**src/rtl/sel_mux_pkg.sv**
```systemverilog
// Shared constants and helpers for the registered N:1 word selector.
package sel_mux_pkg;

  localparam logic MODE_DIRECT = 1'b0;
  localparam logic MODE_RR     = 1'b1;

  localparam int unsigned DEF_WIDTH = 16;
  localparam int unsigned DEF_N     = 5;

  // Ceiling log2; used to size the select/index fields.
  function automatic int unsigned clog2(input int unsigned v);
    int unsigned r;
    r = 0;
    while ((32'd1 << r) < v) r = r + 1;
    return r;
  endfunction

endpackage

```
**src/rtl/rr_pick.sv**
```systemverilog
// Round-robin picker: first set mask bit at or after ptr, wrapping at N.
module rr_pick
  import sel_mux_pkg::*;
#(
  parameter  int unsigned N    = DEF_N,
  localparam int unsigned SELW = clog2(N)
) (
  input  logic [N-1:0]    mask,
  input  logic [SELW-1:0] ptr,
  output logic [SELW-1:0] idx,
  output logic            none
);

  localparam logic [SELW:0] N_EXT = N[SELW:0];

  logic [2*N-1:0]  dbl;
  logic [N-1:0]    rot;
  logic [SELW-1:0] off;
  logic [SELW:0]   sum;

  // Rotate so the pointer position lands at bit 0.
  assign dbl = {mask, mask};
  assign rot = N'(dbl >> ptr);

  // Lowest set bit of the rotated mask wins.
  always_comb begin
    off = '0;
    for (int i = int'(N) - 1; i >= 0; i--) begin
      if (rot[i]) off = SELW'(i);
    end
  end

  // Undo the rotation modulo N.
  assign sum  = {1'b0, ptr} + {1'b0, off};
  assign idx  = (sum >= N_EXT) ? SELW'(sum - N_EXT) : SELW'(sum);
  assign none = ~|mask;

endmodule

```
**src/rtl/sel_mux_pipe.sv**
```systemverilog
// Registered N:1 word selector with valid/ready output stage and round-robin mode.
module sel_mux_pipe
  import sel_mux_pkg::*;
#(
  parameter  int unsigned WIDTH = DEF_WIDTH,
  parameter  int unsigned N     = DEF_N,
  localparam int unsigned SELW  = clog2(N)
) (
  input  logic               clk,
  input  logic               rst,
  input  logic [N*WIDTH-1:0] d,
  input  logic [SELW-1:0]    sel,
  input  logic               mode,
  input  logic [N-1:0]       mask,
  input  logic               in_valid,
  output logic               in_ready,
  output logic [WIDTH-1:0]   m,
  output logic [SELW-1:0]    m_idx,
  output logic               sel_err,
  output logic               out_valid,
  input  logic               out_ready
);

  localparam logic [SELW:0]   N_EXT = N[SELW:0];
  localparam logic [SELW-1:0] LAST  = SELW'(N - 1);

  logic [SELW-1:0]  rr_ptr;
  logic [SELW-1:0]  rr_idx;
  logic             rr_none;
  logic [WIDTH-1:0] dir_word;
  logic [WIDTH-1:0] rr_word;
  logic [WIDTH-1:0] nxt_m;
  logic [SELW-1:0]  nxt_idx;
  logic             nxt_err;
  logic [SELW-1:0]  nxt_ptr;
  logic             accept;

  rr_pick #(.N(N)) u_rr_pick (
    .mask (mask),
    .ptr  (rr_ptr),
    .idx  (rr_idx),
    .none (rr_none)
  );

  // Single-entry output stage: free when empty or draining this cycle.
  assign in_ready = !out_valid || out_ready;
  assign accept   = in_valid && in_ready;

  // Word muxes for the direct select and the round-robin pick.
  always_comb begin
    dir_word = '0;
    rr_word  = '0;
    for (int k = 0; k < int'(N); k++) begin
      if (sel == SELW'(k))    dir_word = d[k*WIDTH +: WIDTH];
      if (rr_idx == SELW'(k)) rr_word  = d[k*WIDTH +: WIDTH];
    end
  end

  // Value captured on accept, plus the pointer advance for round-robin.
  always_comb begin
    nxt_m   = '0;
    nxt_idx = sel;
    nxt_err = 1'b0;
    nxt_ptr = rr_ptr;
    case (mode)
      MODE_DIRECT: begin
        if ({1'b0, sel} < N_EXT) nxt_m = dir_word;
        else                     nxt_err = 1'b1;
      end
      default: begin
        if (rr_none) begin
          nxt_idx = rr_ptr;
          nxt_err = 1'b1;
        end else begin
          nxt_m   = rr_word;
          nxt_idx = rr_idx;
          nxt_ptr = (rr_idx == LAST) ? '0 : rr_idx + 1'b1;
        end
      end
    endcase
  end

  // Output register; payload is held through stalls and after a plain drain.
  always_ff @(posedge clk) begin
    if (rst) begin
      m         <= '0;
      m_idx     <= '0;
      sel_err   <= 1'b0;
      out_valid <= 1'b0;
      rr_ptr    <= '0;
    end else if (accept) begin
      m         <= nxt_m;
      m_idx     <= nxt_idx;
      sel_err   <= nxt_err;
      out_valid <= 1'b1;
      rr_ptr    <= nxt_ptr;
    end else if (out_ready) begin
      out_valid <= 1'b0;
    end
  end

endmodule

```
**config.mk**
```make
export PLATFORM = sky130hd
export DESIGN_NAME = sel_mux_pipe
export DESIGN_NICKNAME = d
export VERILOG_FILES = /design/src/rtl/sel_mux_pkg.sv /design/src/rtl/rr_pick.sv /design/src/rtl/sel_mux_pipe.sv
export SDC_FILE = /design/constraint.sdc
export NUM_CORES = 1
export LEC_CHECK = 0
export ABC_AREA = 0
export CAP_MARGIN = 25
export CORE_MARGIN = 2
export CORE_UTILIZATION = 50
export CTS_BUF_LIST = sky130_fd_sc_hd__clkbuf_8
export CTS_CLUSTER_SIZE = 20
export DETAILED_ROUTE_END_ITERATION = 12
export PLACE_DENSITY = 0.95
export SLEW_MARGIN = 40
export SYNTH_ARGS = -nofsm -noshare
export SYNTH_HDL_FRONTEND = slang
export SYNTH_SLANG_ARGS = --single-unit
export TNS_END_PERCENT = 20
```
**constraint.sdc**
```tcl
create_clock -name clk -period 14.6 [get_ports clk]
set_input_delay 2.92 -clock clk [delete_from_list [all_inputs] [get_ports clk]]
set_output_delay 2.92 -clock clk [all_outputs]
set_load 0.05 [all_outputs]
```
==> flow_summary.toml <==
[run_status]
status = "complete, no violations"

[clock_tree]
clkTransAtPathRegs_ns = 0.10
clk_latency_ns = 0.29
holdBufCountCts = 0
cts_tree = "done"
root_buffer = "clkbuf_8"
cts.sinks = 24
cts.path.max_buffers = 2
cts_made_buffers = 3
ctsResizeCount = 0
h-tree-depth = 1
postCtsSetupRepairBufs = 0

[grt]
grt_pass1_vias = 3641
grt_max_degree = 37
grt_first_pass_wirelength_um = 16470
grt_use_total_pct = 31.04
antenna_found_initial = 0
gr-total-overflow = 0

[worst_setup_path]
crit_top_cell = "ha_1"
critPathArrivalTime_ns = 8.34
reg2regPathDepth = 16
crit_start = "mask[3]"
critPathMaxStageDelay_ns = 0.57
critPathBufInv = 2
crit-reg2reg-launch = "rr_ptr[2]"
crit_fanout = 13
end_kind = "flop"
worstSetupStartpointType = "input pin"
critPathSlowestCell = "nor4_4"
timing.critical_path.cells = "clkdlybuf4s50_1, mux2_2, mux4_2, a21oi_1, o32ai_1, ha_1, fa_1, inv_1, ha_1, nand2b_1, a221oi_4, mux2i_1, ha_1, a21bo_2, nor4_4, a21boi_0, a32oi_1"
path_depth = 17
crit_family = "compound AO/OA/AOI/OAI gates"
worstSetupPathType = "in -> reg"
cp.required_ns = 14.82

[sta]
slew_headroom_pct = 48.81
final-max-slew-violation-count = 0
rsz0062_at_grt = "no"
setup-tns-final_ns = 0
max_freq_ghz = 0.1231
fin_crit_sh_pct = 55.64
min_period_ns = 8.124
hold_violations = 0
worstMarginPinSlew_ns = 0.7674
whs_ns = 0.4847
skew_ns = 0.001802
final-setup-viol-count = 0

[cells_and_area]
finalCoreUtilization_pct = 72.16
area_growth_pct = 38.90
drive_above_1_share_pct = 8.350
fin_cells = 566
fin_nets = 594
diodes = 0

[synthesis]
synth_area_leaders = "dfxtp_1, mux2i_1, o21ai_0, mux2_2, a21boi_0"
yosysSeqAreaShare_pct = 15.53
synth_cells = 401
syn_area_um2 = 3094
yosysTopAreaCell = "dfxtp_1"
synth.net_count = 503
ys_warn_count = 0
synth_top_area_share_pct = 15.53
ys_ff_latch = 24
ys_types = 56
synth_edf_count = 0
synth_area_per_cell_um2 = 7.716
async_reset_ff_share_pct = 0
ys.flop_type = "dfxtp_1"

[die]
die_w_um = 82.67
initial_core_util_pct = 51.95
die_h_um = 82.67
core_area_um2 = 5956
io_pins = 115
die_area_um2 = 6834
rows = 28

[drt]
vias_per_cell = 6.770
drt_pass1_iterations = 5
drtIter0Drc = 471
route.detailed.drc = 0
drt_wl_total_um = 11210
detail-route-antenna-nets = 0
wl_per_cell_um = 19.81
vias = 3832

[hold_path]
worstHoldStart = "sel_err"
hold_depth = 2
hold_path_class = "reg -> reg"

[placement]
dpl.cell_count = 562
hpwl_um = 8088
gp_congestion = 0.9677
numPortBuffers = 114

[power]
ir_drop_mv = 0.1023
power.density_nw_per_um2 = 162.2
power_leakage_uw = 0.001656

[run]
drv_cap = 0
power breakdown:
group	switching (uW)	total (uW)	internal [uW]
registers	18.7	104	85.2
clock network	27.2	64.1	36.9
logic	337	529	192
total	382	697	314
synthesized netlist by cell type (2+ instances only):
master,count
buf_6,2
nor2b_1,8
clkbuf_1,18
a21boi_0,18
mux2i_1,41
nor2_1,31
buf_1,3
a32oi_1,10
buf_2,6
nand3_1,2
nor3_2,9
nor3_1,4
inv_1,9
dfxtp_1,24
nand2_1,30
or3b_1,2
nand4_1,2
a31oi_1,3
nand2b_1,13
a21oi_1,26
and3_1,17
a221o_1,6
o311ai_0,10
o21ai_0,33
a211oi_1,14
mux2_2,14
a21o_1,7
ha_1,8
o22ai_1,2
and2_0,3
layout by cell type (no fill, tap or decap), types with 17 or more instances in the layout:
cell type and count:
a21boi_0 18, a21oi_1 26, and3_1 17, clkdlybuf4s50_1 113, dfxtp_1 24, mux2i_1 40
nand2_1 29, nor2_1 31, o21ai_0 33
path summary, 6_finish.rpt:
path / slack [ns] / endpoint
max: 6.48 / m[10]
min: 0.48 / sel_err
max reg2reg: 8.90 / m[10]
min reg2reg: 0.48 / sel_err
area by class of cell:
cell class	count	area (um2)
clock buffer	3	41.29
clock inverter	1	30.03
fill	477	1658
inverter	9	33.78
multi-input combinational	338	2467
sequential	24	480.5
tap	75	93.84
timing repair buffer	116	1151
flip-flops by register name, summed over array words and instances (netlist names):
name and count:
rr_ptr 3, m_idx 3, out_valid 1, m 16
sel_err 1
worst reg2reg max path, stage by stage (launching register included):
cell,delay (ns)
dfxtp_1,0.63
mux2_2,0.39
mux4_2,0.51
a21oi_1,0.17
o32ai_1,0.11
ha_1,0.23
fa_1,0.51
inv_1,0.14
ha_1,0.29
nand2b_1,0.13
a221oi_4,0.43
mux2i_1,0.36
ha_1,0.39
a21bo_2,0.36
nor4_4,0.57
a21boi_0,0.20
a32oi_1,0.20
through the flow:
step | power [uW] | cell area, um2 | setup WS (ns)
finish | 696.9 | 4298 | 6.476
global route | 734.3 | 4298 | 6.205
CTS | 674.4 | 4283 | 6.359
detailed placement | 608.4 | 4212 | 6.103
global placement | 593.7 | 4205 | 6.313
floorplan | 467.6 | 3094 | 7.368
cell families after synthesis:
logic type | count (synthesis) | share of synthesized area (%)
buffers and inverters | 39 | 5.580
DFF | 24 | 15.53
xor gates and xnor gates | 3 | 1.092
AOI/OAI and AO/OA | 142 | 31.90
and+or+nand+nor | 128 | 22.93
adders and majority gates | 9 | 3.882
muxes | 56 | 19.09
layer usage:
| metal | GRT usage, % | vias to the layer above | wire, um |
|---|---|---|---|
| met3 | 4.130 | 53 | 1133 |
| met1 | 37.84 | 1794 | 4273 |
| met5 | 0 | - | 0 |
| met4 | 15.57 | 0 | 384 |
| li1 | - | 1709 | - |
| met2 | 53.31 | 276 | 5421 |
Note: power is estimated with default switching activity, not from simulation.
